--- config.mk ---
export PLATFORM = sky130hd
export DESIGN_NAME = pbit_array
export DESIGN_NICKNAME = d
export VERILOG_FILES = /design/src/rtl/pbit_array.sv
export SDC_FILE = /design/constraint.sdc
export NUM_CORES = 1
export LEC_CHECK = 0
export CORE_MARGIN = 3
export CORE_UTILIZATION = 46
export CTS_CLUSTER_SIZE = 10
export DETAILED_ROUTE_END_ITERATION = 8
export DONT_BUFFER_PORTS = 1
export PLACE_DENSITY = 0.58
export RECOVER_POWER = 25
export SYNTH_ARGS = -nofsm -noshare
export SYNTH_HDL_FRONTEND = slang
export SYNTH_SLANG_ARGS = --single-unit
--- constraint.sdc ---
create_clock -name CLK -period 7.9 [get_ports CLK]
set_clock_uncertainty 0.2 [all_clocks]
set_input_delay 0 -clock CLK [delete_from_list [all_inputs] [get_ports CLK]]
set_output_delay 0 -clock CLK [all_outputs]
set_load 0.01 [all_outputs]
--- src/rtl/pbit_array.sv ---
// Array of N probabilistic bits: per-channel LFSR, beta-scaled hard-tanh activation
// and overflow-free sign compare, swept in parallel or sequential (Gibbs) order.
module pbit_array #(
  parameter int               N      = 8,
  parameter int               BIAS_W = 8,
  parameter int               RNG_W  = 16,
  parameter logic [RNG_W-1:0] SEED   = 16'hACE1
) (
  input  logic                CLK,
  input  logic                RST,
  input  logic                en,
  input  logic                mode,
  input  logic [4:0]          beta,
  input  logic [N*BIAS_W-1:0] bias,
  input  logic                bias_valid,
  output logic                bias_ready,
  output logic [N-1:0]        state_out,
  output logic                sample_valid,
  output logic [15:0]         sweep_count
);

  localparam int IDX_W = (N > 1) ? $clog2(N) : 1;
  localparam int EXT_W = BIAS_W + RNG_W + 1;
  localparam int ACT_W = RNG_W + 1;
  localparam int SUM_W = RNG_W + 2;
  localparam logic [31:0] TAPS = (RNG_W == 32) ? 32'h8020_0003 : 32'h0000_B400;
  localparam logic signed [EXT_W-1:0] ACT_MAX = EXT_W'(1) <<< (RNG_W - 1);
  localparam logic signed [EXT_W-1:0] ACT_MIN = -ACT_MAX;

  typedef enum logic [1:0] {IDLE, RUN, DONE} fsm_t;

  fsm_t                fsm;
  logic [IDX_W-1:0]    idx;
  logic [N*BIAS_W-1:0] bias_q;
  logic [5:0]          beta_q;
  logic                mode_q;
  logic [RNG_W-1:0]    lfsr [N];
  logic signed [ACT_W-1:0] act [N];
  logic [N-1:0]        upd;

  // Saturation bound is +2^(RNG_W-1), one past signed max, so a saturated
  // positive activation beats every possible LFSR value.
  function automatic logic signed [ACT_W-1:0] activate(input logic signed [BIAS_W-1:0] b,
                                                       input logic [5:0] sh);
    logic signed [EXT_W-1:0] ext;
    ext = {{(EXT_W-BIAS_W){b[BIAS_W-1]}}, b};
    ext = ext <<< sh;
    if (ext > ACT_MAX) return ACT_W'(ACT_MAX);
    if (ext < ACT_MIN) return ACT_W'(ACT_MIN);
    return ACT_W'(ext);
  endfunction

  function automatic logic sample(input logic signed [ACT_W-1:0] a,
                                  input logic signed [RNG_W-1:0] r);
    logic signed [SUM_W-1:0] s;
    s = SUM_W'(a) + SUM_W'(r);
    return ~s[SUM_W-1];
  endfunction

  function automatic logic [RNG_W-1:0] lfsr_next(input logic [RNG_W-1:0] l);
    return {l[RNG_W-2:0], ^(l & TAPS[RNG_W-1:0])};
  endfunction

  function automatic logic [RNG_W-1:0] seed_of(input int i);
    int k;
    k = i % RNG_W;
    return (SEED << k) | (SEED >> (RNG_W - k));
  endfunction

  for (genvar g = 0; g < N; g++) begin : g_act
    assign act[g] = activate(bias_q[g*BIAS_W +: BIAS_W], beta_q);
  end

  always_comb begin
    upd = '0;
    for (int i = 0; i < N; i++)
      upd[i] = (fsm == RUN) && en && (!mode_q || (idx == IDX_W'(i)));
  end

  assign bias_ready = (fsm == IDLE);

  always_ff @(posedge CLK or posedge RST) begin
    if (RST) begin
      fsm          <= IDLE;
      idx          <= '0;
      bias_q       <= '0;
      beta_q       <= '0;
      mode_q       <= 1'b0;
      state_out    <= '0;
      sample_valid <= 1'b0;
      sweep_count  <= '0;
      for (int i = 0; i < N; i++) lfsr[i] <= seed_of(i);
    end else begin
      sample_valid <= 1'b0;
      case (fsm)
        IDLE: begin
          if (bias_valid) begin
            bias_q <= bias;
            mode_q <= mode;
            beta_q <= ({1'b0, beta} > 6'(RNG_W)) ? 6'(RNG_W) : {1'b0, beta};
            idx    <= '0;
            fsm    <= RUN;
          end
        end
        RUN: begin
          if (en) begin
            // Compare uses the pre-advance LFSR value of each updated channel.
            for (int i = 0; i < N; i++) begin
              if (upd[i]) begin
                state_out[i] <= sample(act[i], lfsr[i]);
                lfsr[i]      <= lfsr_next(lfsr[i]);
              end
            end
            if (!mode_q || (idx == IDX_W'(N - 1))) begin
              fsm          <= DONE;
              idx          <= '0;
              sample_valid <= 1'b1;
              sweep_count  <= sweep_count + 16'd1;
            end else begin
              idx <= idx + IDX_W'(1);
            end
          end
        end
        DONE:    fsm <= IDLE;
        default: fsm <= IDLE;
      endcase
    end
  end

endmodule

==> flow_metrics.env, run 1 <==
export IMPL_grtUsageTotal_pct=26.6
export IMPL_clkTransAtPathRegs_ps=70
export IMPL_crit_path_end_kind="register"
export IMPL_slew_headroom_pct=-70.5
export IMPL_cpMostUsedCell="a21oi_1"
export IMPL_ys_ff_latch=228
export IMPL_clock_fmax_ghz=0.189
export IMPL_seq_area_frac_synth_pct=30.5
export IMPL_synth_ff_type="dfrtp_1"
export IMPL_critPathKind="register to register"
export IMPL_clockRootBuffer="clkbuf_16"
export IMPL_insertion_delay_ps=570
export IMPL_crit_fanout=74
export IMPL_io_buffers=0
export IMPL_grt_max_degree=75
export IMPL_die_area_um2=43800
export IMPL_rsz0062_at_grt="no"
export IMPL_crit_chain="buf_12 > mux2_2 > mux4_2 > a22oi_1 > a21oi_1 > a2111oi_4 > a31oi_2 > nor4_1 > ha_1 > a21o_1 > a21o_1 > a21oi_1 > o211ai_1 > a21oi_1 > o22ai_1"
export IMPL_grt_pass1_vias=16617
export IMPL_avgRoutedWirePerCell_um=23.4
export IMPL_mostFrequentLayoutCells="mux2_2, dfrtp_1, dlygate4sd3_1"
export IMPL_p_clk_share_pct=11.4
export IMPL_drv_cap=1
export IMPL_clockBufferDepth=3
export IMPL_worst_pin_slew_ps=2540
export IMPL_setup_worst_path_start_class="register"
export IMPL_combPwrFrac_pct=61.9
export IMPL_synthCells=1966
export IMPL_post_route_drc_count=0
export IMPL_synth_distinct_cells=98
export IMPL_slowest_delay_ps=1030
export IMPL_cp_required_ps=8130
export IMPL_ys_warn_count=0
export IMPL_finalMaxSlewViolations=44
export IMPL_syn_area_um2=19000
export IMPL_vias=16542
export IMPL_power_internal_mw=5.15
export IMPL_core_um2=40300
export IMPL_drt_vias_per_instance=6.45
export IMPL_areaGrowthSynthToFinish_pct=13.2
export IMPL_fin_crit_sh_pct=67.0
export IMPL_avgSynthCellArea_um2=9.66
export IMPL_wirelength_um=60000
export IMPL_cts_buffers_inserted=27
export IMPL_pin_count=100
export IMPL_final_common_cell="mux2_2"
export IMPL_drive_above_1_share_pct=21.7
export IMPL_finalHoldViolCount=0
export IMPL_start_util_pct=47.1
export IMPL_switchingPower_mw=4.88
export IMPL_cts_tree="done"
export IMPL_rows=73
export IMPL_violations="capacitance limit, slew limit"
export IMPL_slowest_stage="dfrtp_4"
export IMPL_clock_sinks=228
export IMPL_cp_arrival_ps=5530
export IMPL_initialDrtViolationCount=1639
export IMPL_synthesis_nets=2175
export IMPL_stdcell_area_um2=21500
export IMPL_placed_area_um2=19200
export IMPL_min_path_type="input port to register"
export IMPL_p_seq_share_pct=26.7
export IMPL_status="complete, but fails checks"
export IMPL_finalSetupViolations=0
export IMPL_fp_dieW_um=209
export IMPL_synth_async_reset_ratio_pct=100
export IMPL_cts_max_level=1
export IMPL_drt_pass1_iter_count=6
export IMPL_ant_nets=0
export IMPL_grt_ovfl_total=0
export IMPL_antenna_found_initial=0
export IMPL_netSwitchingFraction_pct=48.7
export IMPL_antenna_cells=0
export IMPL_fin_crit_ps=5290
export IMPL_postCtsSetupRepairBufs=0
export IMPL_die_y_um=209
export IMPL_synth_edf_count=0
export IMPL_grt_first_pass_wirelength_um=94600
export IMPL_tns_ps=0
export IMPL_dp_final_hpwl_um=41400
export IMPL_vdd_drop_max_uv=290
export IMPL_nNetsFinal=2231
export IMPL_p_leak_nw=9.04
export IMPL_power_density_nw_per_um2=467
export IMPL_gp_congestion=0.977
-- power groups by stage --
| stage | combinational, mW | clock, mW | sequential, mW |
|---|---|---|---|
| after global placement | 5.73 | 0 | 2.67 |
| after CTS | 6.09 | 1.18 | 2.67 |
| after floorplan | 4.77 | 0 | 2.05 |
| after detailed placement | 5.77 | 0 | 2.68 |
| final | 6.21 | 1.14 | 2.68 |
| after global routing | 6.76 | 1.22 | 2.77 |
-- timing repair --
item                                   4_1_cts  5_1_grt
setup endpoints to repair                    0        0
hold buffers                               149        0
gates resized for setup                      0        0
endpoints found under the hold margin      192        0
-- per-layer routing --
layer | track usage, % | share of wire, % | vias up
li1 | - | - | 7569
met1 | 35.5 | 43 | 8118
met2 | 44.4 | 47 | 690
met3 | 3.99 | 6.5 | 165
met4 | 8.78 | 3.7 | 0
met5 | 0 | 0 | -
-- registers in the layout (all words and copies together), names as in the netlist --
name and cells:
lfsr 128, bias_q 64, sweep_count 16, state_out 8, beta_q 5, idx 3, fsm 2, mode_q 1
sample_valid 1
-- cells in the mapped netlist (all sizes together), types with 20 or more instances --
| cell | instances | area share [%] |
|---|---|---|
| mux2 | 220 | 13 |
| dfrtp | 164 | 22 |
| nor2 | 146 | 2.9 |
| ha | 135 | 8.9 |
| nand2 | 116 | 2.3 |
| a21oi | 103 | 2.7 |
| o21ai | 100 | 2.6 |
| clkbuf | 83 | 1.6 |
| buf | 69 | 2.2 |
| dfstp | 64 | 8.9 |
| mux2i | 52 | 2.8 |
| a21o | 48 | 1.9 |
| nor3 | 44 | 1.2 |
| nor2b | 41 | 1.4 |
| mux4 | 36 | 4.3 |
| xnor2 | 35 | 1.6 |
| a211oi | 33 | 1.4 |
| nand3 | 32 | 0.92 |
| nand4 | 30 | 0.99 |
| inv | 29 | 0.57 |
| and2 | 28 | 0.92 |
| o22ai | 27 | 0.96 |
| a31oi | 25 | 0.86 |
| and3 | 22 | 0.72 |
| a22oi | 20 | 0.94 |
| o211ai | 20 | 0.79 |
-- cell families after synthesis --
family                   synth area share [%]
AND/OR/NAND/NOR                          15.4
AO/OA/AOI/OAI                            18.8
multiplexers                             20.2
flip-flops                               30.5
buffers and inverters                    4.45
adder cells (fa/ha/maj)                  8.90
XOR/XNOR                                 1.80
-- worst max-delay path: cells and delay by family, from the launching register on --
kind,cells,cell delay [ps]
buf+inv,1,360
compound gates,10,1870
simple gates,1,420
flops,1,1030
mux,2,880
fa+ha+maj,1,330
-- path summary, 6_finish.rpt --
| kind | start | to | slack (ps) | cells past startpoint |
|---|---|---|---|---|
| hold / removal | beta[3] | beta_q[3]$_DFFE_PP0P_ | 50 | 3 |
| setup / recovery | beta_q[0]$_DFFE_PP0P_ | state_out[7]$_DFFE_PP0P_ | 2610 | 15 |
| max in group asynchronous | RST | lfsr[25]$_DFFE_PP0P_ | 4810 | 4 |
| min in group asynchronous | RST | lfsr[20]$_DFFE_PP0P_ | 1030 | 3 |
| hold reg to reg | lfsr[64]$_DFFE_PP1P_ | lfsr[64]$_DFFE_PP1P_ | 320 | 2 |
| setup reg to reg | beta_q[0]$_DFFE_PP0P_ | state_out[7]$_DFFE_PP0P_ | 2610 | 15 |
-- through the flow --
stage / setup slack (ps) / power [mW] / hold WS [ps] / std cells / util (%)
finish: 2610 / 10.0 / 45.2 / 2566 / 53.4
global route: 2250 / 10.7 / 62.7 / 2566 / 53.4
CTS: 2670 / 9.94 / 8.47 / 2566 / 53.4
detailed placement: 2670 / 8.45 / -114 / 2369 / 47.7
global placement: 2730 / 8.40 / -122 / 2369 / 47.7
floorplan: 1560 / 6.82 / -83.2 / 1966 / -
-- area by class of cell --
cell class	instances	area, um2
Clock inverter	1	8.76
Timing Repair Buffer	179	1750
Sequential cell	228	5800
Clock buffer	47	781
Fill cell	3625	18800
Multi-Input combinational cell	1556	12400
Tap cell	525	657
Inverter	30	114
Note: power is estimated with default switching activity, not from simulation.
==> run 2, diff against run 1 <==
ABC_AREA = 1   (was not set)
PLACE_DENSITY = 0.6   (was 0.58)
clock period = 4.4 ns   (was 7.9 ns; I/O delays follow)
==> flow_metrics.env, run 2 <==
export IMPL_synthCells=3001
export IMPL_met3_length_um=2560
export IMPL_initialDrtViolationCount=1679
export IMPL_setup_worst_path_start_class="register"
export IMPL_seq_area_frac_synth_pct=30.4
export IMPL_drv_cap=2
export IMPL_vias=19640
export IMPL_largest_register="lfsr"
export IMPL_grtUsageTotal_pct=25.8
export IMPL_nNetsFinal=3308
export IMPL_insertion_delay_ps=570
export IMPL_synth_edf_count=0
export IMPL_start_util_pct=47.3
export IMPL_grt_pass1_vias=18952
export IMPL_synth_common_cells="nand2_1, nand3_1, nor2_1"
export IMPL_drive_above_1_share_pct=5.38
export IMPL_ys_warn_count=0
export IMPL_yosys_top_cells_area="nand2_1, dfrtp_1, nand3_1, ha_1, dfstp_2"
export IMPL_final_common_cell="nand2_1"
export IMPL_synth_compound_area_share_pct=9.57
export IMPL_drt_pass1_iter_count=9
export IMPL_power_density_nw_per_um2=776
export IMPL_rsz0062_at_grt="no"
export IMPL_dp_cells=3418
export IMPL_drt_vias_per_instance=5.39
export IMPL_finalSetupViolations=0
export IMPL_rows=73
export IMPL_cp_arrival_ps=4110
export IMPL_grt_first_pass_wirelength_um=95500
export IMPL_yosys_area_top_type_share_pct=23.1
export IMPL_die_y_um=209
export IMPL_synth_distinct_cells=43
export IMPL_pin_count=100
export IMPL_ant_nets=0
export IMPL_ys_ff_latch=228
export IMPL_cts_buffers_inserted=28
export IMPL_synthMuxAreaShare_pct=0
export IMPL_syn_area_um2=19000
export IMPL_violations="capacitance limit, slew limit"
export IMPL_p_leak_nw=11.2
export IMPL_mostFrequentLayoutCells="nand2_1, nand3_1, nor2_1"
export IMPL_areaGrowthSynthToFinish_pct=15.1
export IMPL_fillers=3909
export IMPL_synth_ff_type="dfrtp_1"
export IMPL_avgSynthCellArea_um2=6.34
export IMPL_largest_register_ffs=128
export IMPL_cp_required_ps=4630
export IMPL_min_path_type="input port to register"
export IMPL_slew_headroom_pct=-36.3
export IMPL_yosys_area_top_type="nand2_1"
export IMPL_cts_max_level=1
export IMPL_synthesis_nets=3210
export IMPL_clock_fmax_ghz=0.258
export IMPL_clockRootBuffer="clkbuf_16"
export IMPL_avgRoutedWirePerCell_um=15.6
export IMPL_post_route_drc_count=0
export IMPL_wl_met1_um=25400
export IMPL_vdd_drop_max_uv=395
export IMPL_synthAdderAreaFrac_pct=8.87
export IMPL_wirelength_um=56800
export IMPL_antenna_found_initial=2
export IMPL_clock_sinks=228
export IMPL_synth_async_reset_ratio_pct=100
export IMPL_yosys_area_share_simple_pct=41.0
export IMPL_gp_congestion=0.943
export IMPL_met2_length_um=26700
export IMPL_tns_ps=0
export IMPL_placed_area_um2=19300
export IMPL_fp_dieW_um=209
export IMPL_clockBufferDepth=3
export IMPL_yosysMostFrequentCell="nand2_1"
export IMPL_grt_max_degree=108
export IMPL_crit_path_end_kind="register"
export IMPL_grt_ovfl_total=0
export IMPL_postCtsSetupRepairBufs=0
export IMPL_critPathKind="register to register"
export IMPL_crit_fanout=43
export IMPL_synth_top_family_by_area="simple AND/OR/NAND/NOR gates"
export IMPL_clkTransAtPathRegs_ps=60
export IMPL_fin_cells=3647
export IMPL_synth_xor_area_share_pct=1.79
export IMPL_fin_crit_ps=3870
export IMPL_highest_layer="met5"
export IMPL_finalHoldViolCount=0
export IMPL_cts_tree="done"
export IMPL_core_um2=40300
export IMPL_stdcell_area_um2=21900
export IMPL_io_buffers=0
export IMPL_reg_largest_list="lfsr (128), bias_q (64), sweep_count (16)"
export IMPL_finalMaxSlewViolations=115
export IMPL_fin_crit_sh_pct=88.0
export IMPL_worst_pin_slew_ps=2040
export IMPL_dp_final_hpwl_um=39900
export IMPL_die_area_um2=43900
export IMPL_status="complete, but fails checks"
-- run 2: timing repair --
item | in CTS | in global routing
resized for setup | 0 | 1
setup endpoints to repair | 0 | 1
hold endpoints to repair | 219 | 0
hold buffers | 176 | 0
-- run 2: critical path, cell delays in order (launching register included) --
cell and delay, ps:
dfrtp_4 780, buf_4 420, nor2_1 110, nor2_1 300, nand2_1 110, nand2_1 90
nand2_1 50, inv_1 40, nand2_1 50, nor2_1 150, a21oi_2 120, nor2_1 120
ha_1 270, a21oi_1 150, o21ai_0 100, a21oi_1 140, nand3_1 110, nand2_1 70
inv_1 30, o21ai_0 230, nand2_1 100
-- run 2: layout make-up --
class	instances	area (um2)	area share, %
clock buffer	48	786	3.59
clock inverter	4	56.3	0.257
antenna	1	2.50	0.0114
tap	525	657	3.00
timing repair buffer	209	2080	9.47
inverter	233	888	4.05
multi-input combinational	2399	11700	53.2
sequential	228	5800	26.5
-- run 2: stage by stage --
step | power, mW | hold WS [ps] | worst slack, ps | utilization (%)
floorplan | 11.9 | -114 | 1270 | -
global placement | 14.2 | -119 | 501 | 48.0
detailed placement | 14.3 | -106 | 406 | 48.0
CTS | 17.0 | 15.3 | 389 | 54.5
global route | 19.0 | 37.0 | 9.21 | 54.4
finish | 17.0 | 6.29 | 528 | 54.4
-- run 2: power by group --
group	total [mW]	switching (mW)	internal, mW
registers	4.25	1.06	3.19
logic	10.6	6.89	3.70
clock network	2.18	0.917	1.26
total	17.0	8.86	8.15
-- run 2: cells by family after synthesis --
| logic type | after synthesis |
|---|---|
| XOR/XNOR | 39 |
| AND/OR/NAND/NOR | 1883 |
| buffers and inverters | 374 |
| adder cells (fa/ha/maj) | 135 |
| AO/OA/AOI/OAI | 342 |
| flip-flops | 228 |
-- run 2: worst paths after layout --
check / slack (ps) / cells after the start / endpoint / startpoint
min in group asynchronous: 760 / 3 / lfsr[92]$_DFFE_PP1P_ / RST
worst min register to register: 290 / 2 / lfsr[16]$_DFFE_PP1P_ / lfsr[16]$_DFFE_PP1P_
max in group asynchronous: 1180 / 4 / lfsr[23]$_DFFE_PP0P_ / RST
worst max register to register: 530 / 20 / state_out[6]$_DFFE_PP0P_ / beta_q[3]$_DFFE_PP0P_
worst max-delay path: 530 / 20 / state_out[6]$_DFFE_PP0P_ / beta_q[3]$_DFFE_PP0P_
worst min-delay path: 6 / 4 / idx[2]$_DFFE_PP0P_ / bias_valid
-- run 2: routing by layer --
layer / vias to the layer above / track usage, %
li1: 9952 / -
met1: 8993 / 34.0
met2: 547 / 44.1
met3: 146 / 3.06
met4: 2 / 8.87
met5: - / 0
